[src/rtl/meas_uart_tx_if.sv]
// Measurement-result interface: CORDIC result inputs towards the UART framer
// and the serial line plus status pulses coming back out of it.
interface meas_uart_tx_if;
    logic        end_cordic;
    logic [15:0] data_sqrt;
    logic [18:0] angle;
    logic [5:0]  addr;
    logic [1:0]  method_state;
    logic        uart_txd;
    logic        busy;
    logic        end_send_uart;
    logic        overrun;

    modport master (
        output end_cordic,
        output data_sqrt,
        output angle,
        output addr,
        output method_state,
        input  uart_txd,
        input  busy,
        input  end_send_uart,
        input  overrun
    );

    modport slave (
        input  end_cordic,
        input  data_sqrt,
        input  angle,
        input  addr,
        input  method_state,
        output uart_txd,
        output busy,
        output end_send_uart,
        output overrun
    );
endinterface

[src/rtl/meas_uart_tx.sv]
// Latches one impedance measurement into a 9-byte frame (header, payload,
// XOR checksum, CR) and sends it out as 8N1 serial, LSB first.
module meas_uart_tx #(
    parameter int unsigned BAUD_DIV = 434,
    parameter logic [7:0]  HEADER   = 8'hA5
) (
    input logic           clk,
    input logic           rst,
    meas_uart_tx_if.slave bus
);

    localparam logic [15:0] BIT_LAST  = 16'(BAUD_DIV - 1);
    localparam logic [3:0]  BYTE_LAST = 4'd8;

    typedef enum logic [2:0] {
        IDLE,
        START,
        DATA,
        STOP,
        DONE
    } state_t;

    state_t      state_q,    state_d;
    logic [15:0] timer_q,    timer_d;
    logic [3:0]  byte_idx_q, byte_idx_d;
    logic [2:0]  bit_idx_q,  bit_idx_d;
    logic [71:0] frame_q,    frame_d;
    logic        txd_q,      txd_d;
    logic        busy_q,     busy_d;
    logic        end_q,      end_d;
    logic        overrun_q,  overrun_d;

    logic        accept_mode;
    logic        can_capture;
    logic        capture;
    logic        bit_done;
    logic [7:0]  mode_addr;
    logic [7:0]  chk;
    logic [7:0]  cur_byte;
    logic [71:0] new_frame;

    // DONE also accepts a capture so sweep frames can be chained without a gap.
    always_comb begin
        accept_mode = (bus.method_state != 2'b00);
        can_capture = (state_q == IDLE) || (state_q == DONE);
        capture     = bus.end_cordic && accept_mode && can_capture;
        bit_done    = (timer_q == BIT_LAST);
        mode_addr   = {bus.method_state, bus.addr};
        chk         = mode_addr ^ bus.data_sqrt[15:8] ^ bus.data_sqrt[7:0]
                    ^ {5'b00000, bus.angle[18:16]} ^ bus.angle[15:8] ^ bus.angle[7:0];
        new_frame   = {8'h0D, chk, bus.angle[7:0], bus.angle[15:8],
                       {5'b00000, bus.angle[18:16]}, bus.data_sqrt[7:0],
                       bus.data_sqrt[15:8], mode_addr, HEADER};
        cur_byte    = frame_q[{byte_idx_q, 3'b000} +: 8];
    end

    always_comb begin
        state_d    = state_q;
        timer_d    = timer_q;
        byte_idx_d = byte_idx_q;
        bit_idx_d  = bit_idx_q;
        frame_d    = frame_q;
        txd_d      = txd_q;
        busy_d     = busy_q;
        end_d      = 1'b0;
        overrun_d  = bus.end_cordic && accept_mode && !can_capture;

        unique case (state_q)
            IDLE, DONE: begin
                if (capture) begin
                    state_d    = START;
                    frame_d    = new_frame;
                    timer_d    = 16'd0;
                    byte_idx_d = 4'd0;
                    bit_idx_d  = 3'd0;
                    txd_d      = 1'b0;
                    busy_d     = 1'b1;
                end else begin
                    state_d    = IDLE;
                    timer_d    = 16'd0;
                    byte_idx_d = 4'd0;
                    bit_idx_d  = 3'd0;
                    txd_d      = 1'b1;
                    busy_d     = 1'b0;
                end
            end
            START: begin
                if (bit_done) begin
                    state_d   = DATA;
                    timer_d   = 16'd0;
                    bit_idx_d = 3'd0;
                    txd_d     = cur_byte[0];
                end else begin
                    timer_d = timer_q + 16'd1;
                end
            end
            DATA: begin
                if (bit_done) begin
                    timer_d = 16'd0;
                    if (bit_idx_q == 3'd7) begin
                        state_d = STOP;
                        txd_d   = 1'b1;
                    end else begin
                        bit_idx_d = bit_idx_q + 3'd1;
                        txd_d     = cur_byte[bit_idx_q + 3'd1];
                    end
                end else begin
                    timer_d = timer_q + 16'd1;
                end
            end
            STOP: begin
                if (bit_done) begin
                    timer_d = 16'd0;
                    if (byte_idx_q == BYTE_LAST) begin
                        state_d = DONE;
                        end_d   = 1'b1;
                    end else begin
                        state_d    = START;
                        byte_idx_d = byte_idx_q + 4'd1;
                        txd_d      = 1'b0;
                    end
                end else begin
                    timer_d = timer_q + 16'd1;
                end
            end
            default: begin
                state_d = IDLE;
                txd_d   = 1'b1;
                busy_d  = 1'b0;
            end
        endcase
    end

    always_ff @(posedge clk or posedge rst) begin
        if (rst) begin
            state_q    <= IDLE;
            timer_q    <= 16'd0;
            byte_idx_q <= 4'd0;
            bit_idx_q  <= 3'd0;
            frame_q    <= 72'd0;
            txd_q      <= 1'b1;
            busy_q     <= 1'b0;
            end_q      <= 1'b0;
            overrun_q  <= 1'b0;
        end else begin
            state_q    <= state_d;
            timer_q    <= timer_d;
            byte_idx_q <= byte_idx_d;
            bit_idx_q  <= bit_idx_d;
            frame_q    <= frame_d;
            txd_q      <= txd_d;
            busy_q     <= busy_d;
            end_q      <= end_d;
            overrun_q  <= overrun_d;
        end
    end

    assign bus.uart_txd      = txd_q;
    assign bus.busy          = busy_q;
    assign bus.end_send_uart = end_q;
    assign bus.overrun       = overrun_q;

endmodule

[src/flat_wrapper.sv]
// flat-port wrapper written by rule: the top's interface ports become plain ports
module meas_uart_tx_flat 
#(
    parameter int unsigned BAUD_DIV = 434,
    parameter logic [7:0]  HEADER   = 8'hA5
)
  (clk, rst, bus_end_cordic, bus_data_sqrt, bus_angle, bus_addr, bus_method_state, bus_uart_txd, bus_busy, bus_end_send_uart, bus_overrun);
  meas_uart_tx_if bus_i ();
  input logic clk;
  input logic rst;
  input wire logic [$bits(bus_i.end_cordic)-1:0] bus_end_cordic;
  input wire logic [$bits(bus_i.data_sqrt)-1:0] bus_data_sqrt;
  input wire logic [$bits(bus_i.angle)-1:0] bus_angle;
  input wire logic [$bits(bus_i.addr)-1:0] bus_addr;
  input wire logic [$bits(bus_i.method_state)-1:0] bus_method_state;
  output wire logic [$bits(bus_i.uart_txd)-1:0] bus_uart_txd;
  output wire logic [$bits(bus_i.busy)-1:0] bus_busy;
  output wire logic [$bits(bus_i.end_send_uart)-1:0] bus_end_send_uart;
  output wire logic [$bits(bus_i.overrun)-1:0] bus_overrun;
  assign bus_i.end_cordic = bus_end_cordic;
  assign bus_i.data_sqrt = bus_data_sqrt;
  assign bus_i.angle = bus_angle;
  assign bus_i.addr = bus_addr;
  assign bus_i.method_state = bus_method_state;
  assign bus_uart_txd = bus_i.uart_txd;
  assign bus_busy = bus_i.busy;
  assign bus_end_send_uart = bus_i.end_send_uart;
  assign bus_overrun = bus_i.overrun;
  meas_uart_tx #(.BAUD_DIV(BAUD_DIV), .HEADER(HEADER)) u_core (.clk(clk), .rst(rst), .bus(bus_i));
endmodule
[config.mk]
export PLATFORM = sky130hd
export DESIGN_NAME = meas_uart_tx_flat
export DESIGN_NICKNAME = d
export VERILOG_FILES = /design/src/rtl/meas_uart_tx_if.sv /design/src/rtl/meas_uart_tx.sv /design/src/flat_wrapper.sv
export SDC_FILE = /design/constraint.sdc
export NUM_CORES = 1
export LEC_CHECK = 0
export ABC_AREA = 1
export ABC_CLOCK_PERIOD_IN_PS = 6800
export BUFFER_PORTS_ARGS = -buffer_cell sky130_fd_sc_hd__buf_4
export CAP_MARGIN = 40
export CORE_ASPECT_RATIO = 0.5
export CORE_MARGIN = 3
export CORE_UTILIZATION = 45
export DETAILED_ROUTE_END_ITERATION = 8
export GPL_TIMING_DRIVEN = 0
export PLACE_DENSITY = 0.71
export SETUP_SLACK_MARGIN = 0.1
export SLEW_MARGIN = 25
export SYNTH_ARGS = -nofsm -noshare
export SYNTH_HDL_FRONTEND = slang
export SYNTH_SLANG_ARGS = --single-unit
[constraint.sdc]
create_clock -name clk -period 6.8 [get_ports clk]
set_input_delay 1.36 -clock clk [delete_from_list [all_inputs] [get_ports clk]]
set_output_delay 1.36 -clock clk [all_outputs]
set_load 0.05 [all_outputs]
* Word-level counts from Yosys, hierarchy flattened
Cells that the tools add are included.
** Storage, ports and cells
- Register bits after elaboration :: 86
- Input port bits :: 46
- Output and inout bits :: 4
- Logic and storage cells :: 79
** Cells by class
- Add/subtract/negate cells :: 3
- $lt $le $gt $ge :: 1
- Equality and inequality tests :: 13
- Shift operators :: 1
- Mux-type cells :: 30
- Bitwise logic cells :: 5
- Reduce and logical (&&, ||, !) cells :: 17
** Operator list (number)
- $shiftx A72 B8 Y8 :: 1
- $pmux W16 S2 :: 1
- $xor A8 B8 Y8 :: 4
- $mux W3 :: 8
- $add A16 B1 Y16 const B :: 1
- $eq A16 B9 Y1 const B :: 1
- $mux W16 :: 1
- $mux W1 :: 12
- $pmux W3 S4 :: 1
- $reduce_and A4 Y1 :: 3
- $pmux W3 S3 :: 1
- $mux W4 :: 2
- $ne A2 B1 Y1 const B :: 4
- $pmux W4 S2 :: 1
- $xor A8 B3 Y8 :: 1
- $eq A3 B2 Y1 const B :: 2
- $eq A3 B3 Y1 const B :: 2
- $reduce_bool A2 Y1 :: 3
- $add A4 B1 Y4 const B :: 1
- $eq A4 B4 Y1 const B :: 1
- $lt A3 B4 Y1 const B :: 1
- $ne A2 B2 Y1 const B :: 2
- $pmux W1 S4 :: 1
- $add A3 B1 Y3 const B :: 1
- other kinds (12) :: 14

* Longest topological paths before layout
- Depth after elaboration :: 6
- Gate-level depth with buffers :: 15
- Depth with buffers taken out :: 14

* Least setup slack after synthesis
No wires, ideal clock.
- Path type :: input to register
- Start point :: in bus_method_state[1]
- End point :: reg u_core.txd_q, in the netlist u_core.bus.uart_txd
- Library setup time :: 0.073 ns
- Data arrival time :: 2.166 ns
- Required time :: 6.727 ns
- Setup slack :: 4.561 ns
- Stages on the path :: 6
- Buffers on the path :: 1
- Cells stage by stage :: o21ai_0 > nor2_2 > buf_4 > o211ai_1 > a21oi_1 > a21oi_1
** Between the ends
- Longest elaborated chain between the ends :: 5
** RTL lines
- start, declared :: line flat_wrapper.sv:15 : input wire logic [$bits(bus_i.method_state)-1:0] bus_method_state;
- $reduce_bool A2 Y1 :: line meas_uart_tx.sv:44 : accept_mode = (bus.method_state != 2'b00);
- $logic_and A1 B1 Y1 (2 in a row) :: line meas_uart_tx.sv:46 : capture = bus.end_cordic && accept_mode && can_capture;
- $mux W1 :: line meas_uart_tx.sv:70 : if (capture) begin
- $pmux W1 S4 :: line meas_uart_tx.sv:68 : unique case (state_q)
- end signal, assigned :: line meas_uart_tx.sv:151 : txd_q <= txd_d;
- end, declared :: line meas_uart_tx.sv:28 : logic txd_q, txd_d;
Every way passes these cells.
A chain may end at the register's enable or synchronous reset.

* Worst setup path in the final report
- Start point :: in bus_method_state[0]
- End point :: reg u_core.frame_q[52]
** Between the ends
- Longest elaborated chain between the ends :: 4
** RTL lines
- $reduce_bool A2 Y1 :: line meas_uart_tx.sv:44
- $logic_and A1 B1 Y1 (2 in a row) :: line meas_uart_tx.sv:46
- $reduce_and A2 Y1 (no line)
- end signal, assigned :: line meas_uart_tx.sv:150 : frame_q <= frame_d;
- end, declared :: line meas_uart_tx.sv:27 : logic [71:0] frame_q, frame_d;
Every way passes these cells.

==> results_dict.tcl <==
set metrics [dict create \
    core-area_sq_um 9697 \
    synth_xor_area_frac 0.07034 \
    drive_gt1_frac 0.2006 \
    syn_inst 572 \
    finalInstanceArea_sq_um 5479 \
    synthMuxAreaShare 0.002444 \
    rr_endpoint "u_core.timer_q[15]" \
    synth.cell_area_sq_um 4607 \
    post_drt_wl_per_cell_microns 14.25 \
    grt_pass1_wl_mm 18.79 \
    worstPathRequired_ns 7.08 \
    dpl_cell_area_sq_um 5174 \
    cts_hold_buf 0 \
    fin_util 0.5650 \
    setup_viol 0 \
    dp_slack_ns 3.957 \
    clkTransAtPathRegs_ns 0.06 \
    cp-end-kind "flip-flop" \
    synth_edf_count 0 \
    post-place-cells 757 \
    dp_hpwl_mm 7.961 \
    finalWorstSetupSlack_ns 4.233 \
    leakagePower_nw 2.662 \
    tightest_slew_ns 0.5713 \
    grt_max_degree 46 \
    cp_common_cell "nand2_1" \
    die_x_microns 149.1 \
    maxCapViolations 0 \
    power_per_cell_area_nw_per_um2 203.4 \
    crit_chain "buf_4 > o21ai_0 > nor2_2 > inv_1 > clkbuf_1 > nand2_1 > nand2_1" \
    vias 3952 \
    cts-root-buf "clkbuf_16" \
    async_reset_ff_frac 1.000 \
    syn_nets 624 \
    worstHoldStart "u_core.frame_q[19]" \
    finClkSkew_ns 0.006718 \
    place_congestion 0.8821 \
    synth_cell_types 39 \
    fillCellCount 932 \
    cts_resized 0 \
    routed_via_density 5.113 \
    cp_max_fo 10 \
    fin_crit_sh 0.3775 \
    run_status "finished clean" \
    cpPeakStageDelay_ns 0.48 \
    grt_util_all_layers 0.2047 \
    holdCritPathClass "flip-flop to flip-flop" \
    layout.nets 685 \
    drt-total-wl_mm 11.02 \
    slew_headroom 0.6191 \
    ir_worst_vdd_v 0.0001120 \
    start_util 0.4751 \
    first_iter_violations 257 \
    hold_depth 2 \
    cts_buffers 9 \
    stdcell_count 773 \
    synth_warnings 0 \
    clk_latency_ns 0.34 \
    synth-seq-cells 82 \
    rsz0062_at_grt "no" \
    rows 25 \
    grt_remaining_overflow 0 \
    syn_avg_cell_area_sq_um 8.054 \
    cp.arrival_ns 2.85 \
    post_cts_buffers 0 \
    fmax_mhz 389.5 \
    critical_path_class "input pin to flip-flop" \
    r2r_cells 10 \
    cts_tree "yes" \
    ios 50 \
    synth_ff_type "dfrtp_1" \
    ctsLongestPathBuffers 2 \
    setup_tns_ns 0 \
    fp.dieH_microns 77.55 \
    dieArea_sq_um 11560 \
    antenna_found_initial 0 \
    period_needed_ns 2.567 \
    seq_area_frac_synth 0.4457 \
    timing_hold_violations_final 0 \
    synth_top_family_by_area "simple AND/OR/NAND/NOR gates" \
    synthAdderAreaFrac 0.01630 \
    maxSlewViolCount 0 \
    antennaDiodeCount 0 \
    htree_levels 3 \
    portBuffers 49 \
    synth_compound_gate_area_share 0.1037 \
    r2r_start "u_core.timer_q[1]" \
    drc 0 \
    synth-simple-area-share 0.2789 \
    clkSinkCount 82 \
    ant_nets 0 \
    r2r_slack_ns 4.95 \
    dr.pass1.iters 6 \
    syn_to_final_growth_pct 18.93 \
    worst_setup_path_start_kind "input pin" \
    whs_endpoint "u_core.frame_q[19]" \
    cp_slowest_cell "clkbuf_1" \
    grt_pass1_vias 3901 \
]
## cell type report
type	count	area, sq um	area share
Sequential cell	82	2053	0.3747
Buffer	22	140.1	0.02558
Tap cell	135	168.9	0.03083
Clock inverter	5	62.56	0.01142
Timing Repair Buffer	50	395.4	0.07216
Multi-Input combinational cell	404	2173	0.3967
Inverter	64	242.7	0.04430
Clock buffer	11	242.7	0.04430
## registers in the layout, summed over array words and instances, names as in the netlist
register,flops
u_core.state_q,3
u_core.bus.uart_txd,1
u_core.bus.overrun,1
u_core.bus.busy,1
u_core.bit_idx_q,3
u_core.bus.end_send_uart,1
u_core.timer_q,16
u_core.frame_q,52
u_core.byte_idx_q,4
## power breakdown
| part | internal, W | leakage, nW | switching (W) | total, W |
|---|---|---|---|---|
| registers | 0.000510 | 1.01 | 0.00000938 | 0.000519 |
| logic | 0.0000466 | 1.51 | 0.0000522 | 0.0000988 |
| clock network | 0.000296 | 0.142 | 0.000200 | 0.000496 |
| total | 0.000853 | 2.66 | 0.000262 | 0.00111 |
## stage by stage
stage | power (W) | hold WS, ns
floorplan | 0.0005844 | 0.4366
global placement | 0.0006221 | 0.4549
detailed placement | 0.0006276 | 0.4584
CTS | 0.001126 | 0.4736
global route | 0.001165 | 0.5069
finish | 0.001114 | 0.4763
## per-layer routing
layer / GRT usage / up-vias / wire (microns)
met4: 0.05388 / 0 / 156
met3: 0.05134 / 16 / 738
met1: 0.2879 / 1848 / 5121
met2: 0.3168 / 134 / 4999
li1: - / 1954 / -
met5: 0 / - / 0
## how the worst max path moves through the flow
stage | startpoint | to | slack [ns] | cells after the start
finish | bus_method_state[0] | u_core.frame_q[52] | 4.23 | 7
global route | bus_method_state[0] | u_core.frame_q[54] | 4.13 | 7
CTS | bus_method_state[0] | u_core.frame_q[13] | 4.31 | 7
detailed placement | bus_method_state[0] | u_core.frame_q[45] | 3.96 | 7
global placement | rst | u_core.frame_q[57] | 2.26 | 2
floorplan | rst | u_core.bit_idx_q[0] | 3.33 | 1
## worst max-delay path, delay by kind of cell
kind | cells | cell delay, ns
buf+inv | 3 | 0.79
simple gates | 3 | 0.29
compound gates | 1 | 0.41
## logic make-up (layout without fill, tap and decap cells)
family                   count (synthesis)  count (layout)
multiplexers                             1               1
flip-flops                              82              82
buffers and inverters                   86             152
XOR/XNOR                                37              37
AND/OR/NAND/NOR                        275             275
AO/OA/AOI/OAI                           85              85
adder cells (fa/ha/maj)                  6               6
## placed cells by master (no fill, tap or decap), types with 4 or more instances in the layout
| cell | instances |
|---|---|
| o21ai_0 | 33 |
| clkbuf_1 | 4 |
| nor2_1 | 25 |
| inv_1 | 54 |
| o22ai_1 | 4 |
| nand4_1 | 6 |
| nand2_1 | 171 |
| xor2_1 | 21 |
| nand2_2 | 6 |
| buf_4 | 55 |
| nor4_2 | 5 |
| buf_2 | 10 |
| or2_2 | 4 |
| dfrtp_1 | 81 |
| xnor2_1 | 16 |
| nor2_4 | 4 |
| o21ai_1 | 17 |
| a21oi_1 | 20 |
| clkbuf_16 | 9 |
| nand3_1 | 40 |
| inv_2 | 9 |
| ha_1 | 6 |
## Yosys cell counts, types with 2 or more instances
library cell  number  area share
nand2_1          171        0.14
dfrtp_1           81        0.44
inv_1             55       0.045
nand3_1           40       0.043
o21ai_0           33       0.036
nor2_1            25       0.020
xor2_1            21       0.040
a21oi_1           20       0.022
o21ai_1           17       0.018
xnor2_1           16       0.030
buf_2             10       0.011
inv_2              9      0.0073
buf_4              6      0.0098
ha_1               6       0.016
nand2_2            6      0.0081
nand4_1            6      0.0081
nor4_2             5       0.014
nor2_4             4      0.0098
o22ai_1            4      0.0054
or2_2              4      0.0054
buf_6              3      0.0073
clkbuf_1           3      0.0024
nor2_2             3      0.0041
nor3_1             3      0.0033
o211ai_1           3      0.0049
a22o_1             2      0.0038
nand3_2            2      0.0043
nor2_8             2      0.0087
nor3_2             2      0.0043
Note: power is estimated with default switching activity, not from simulation.
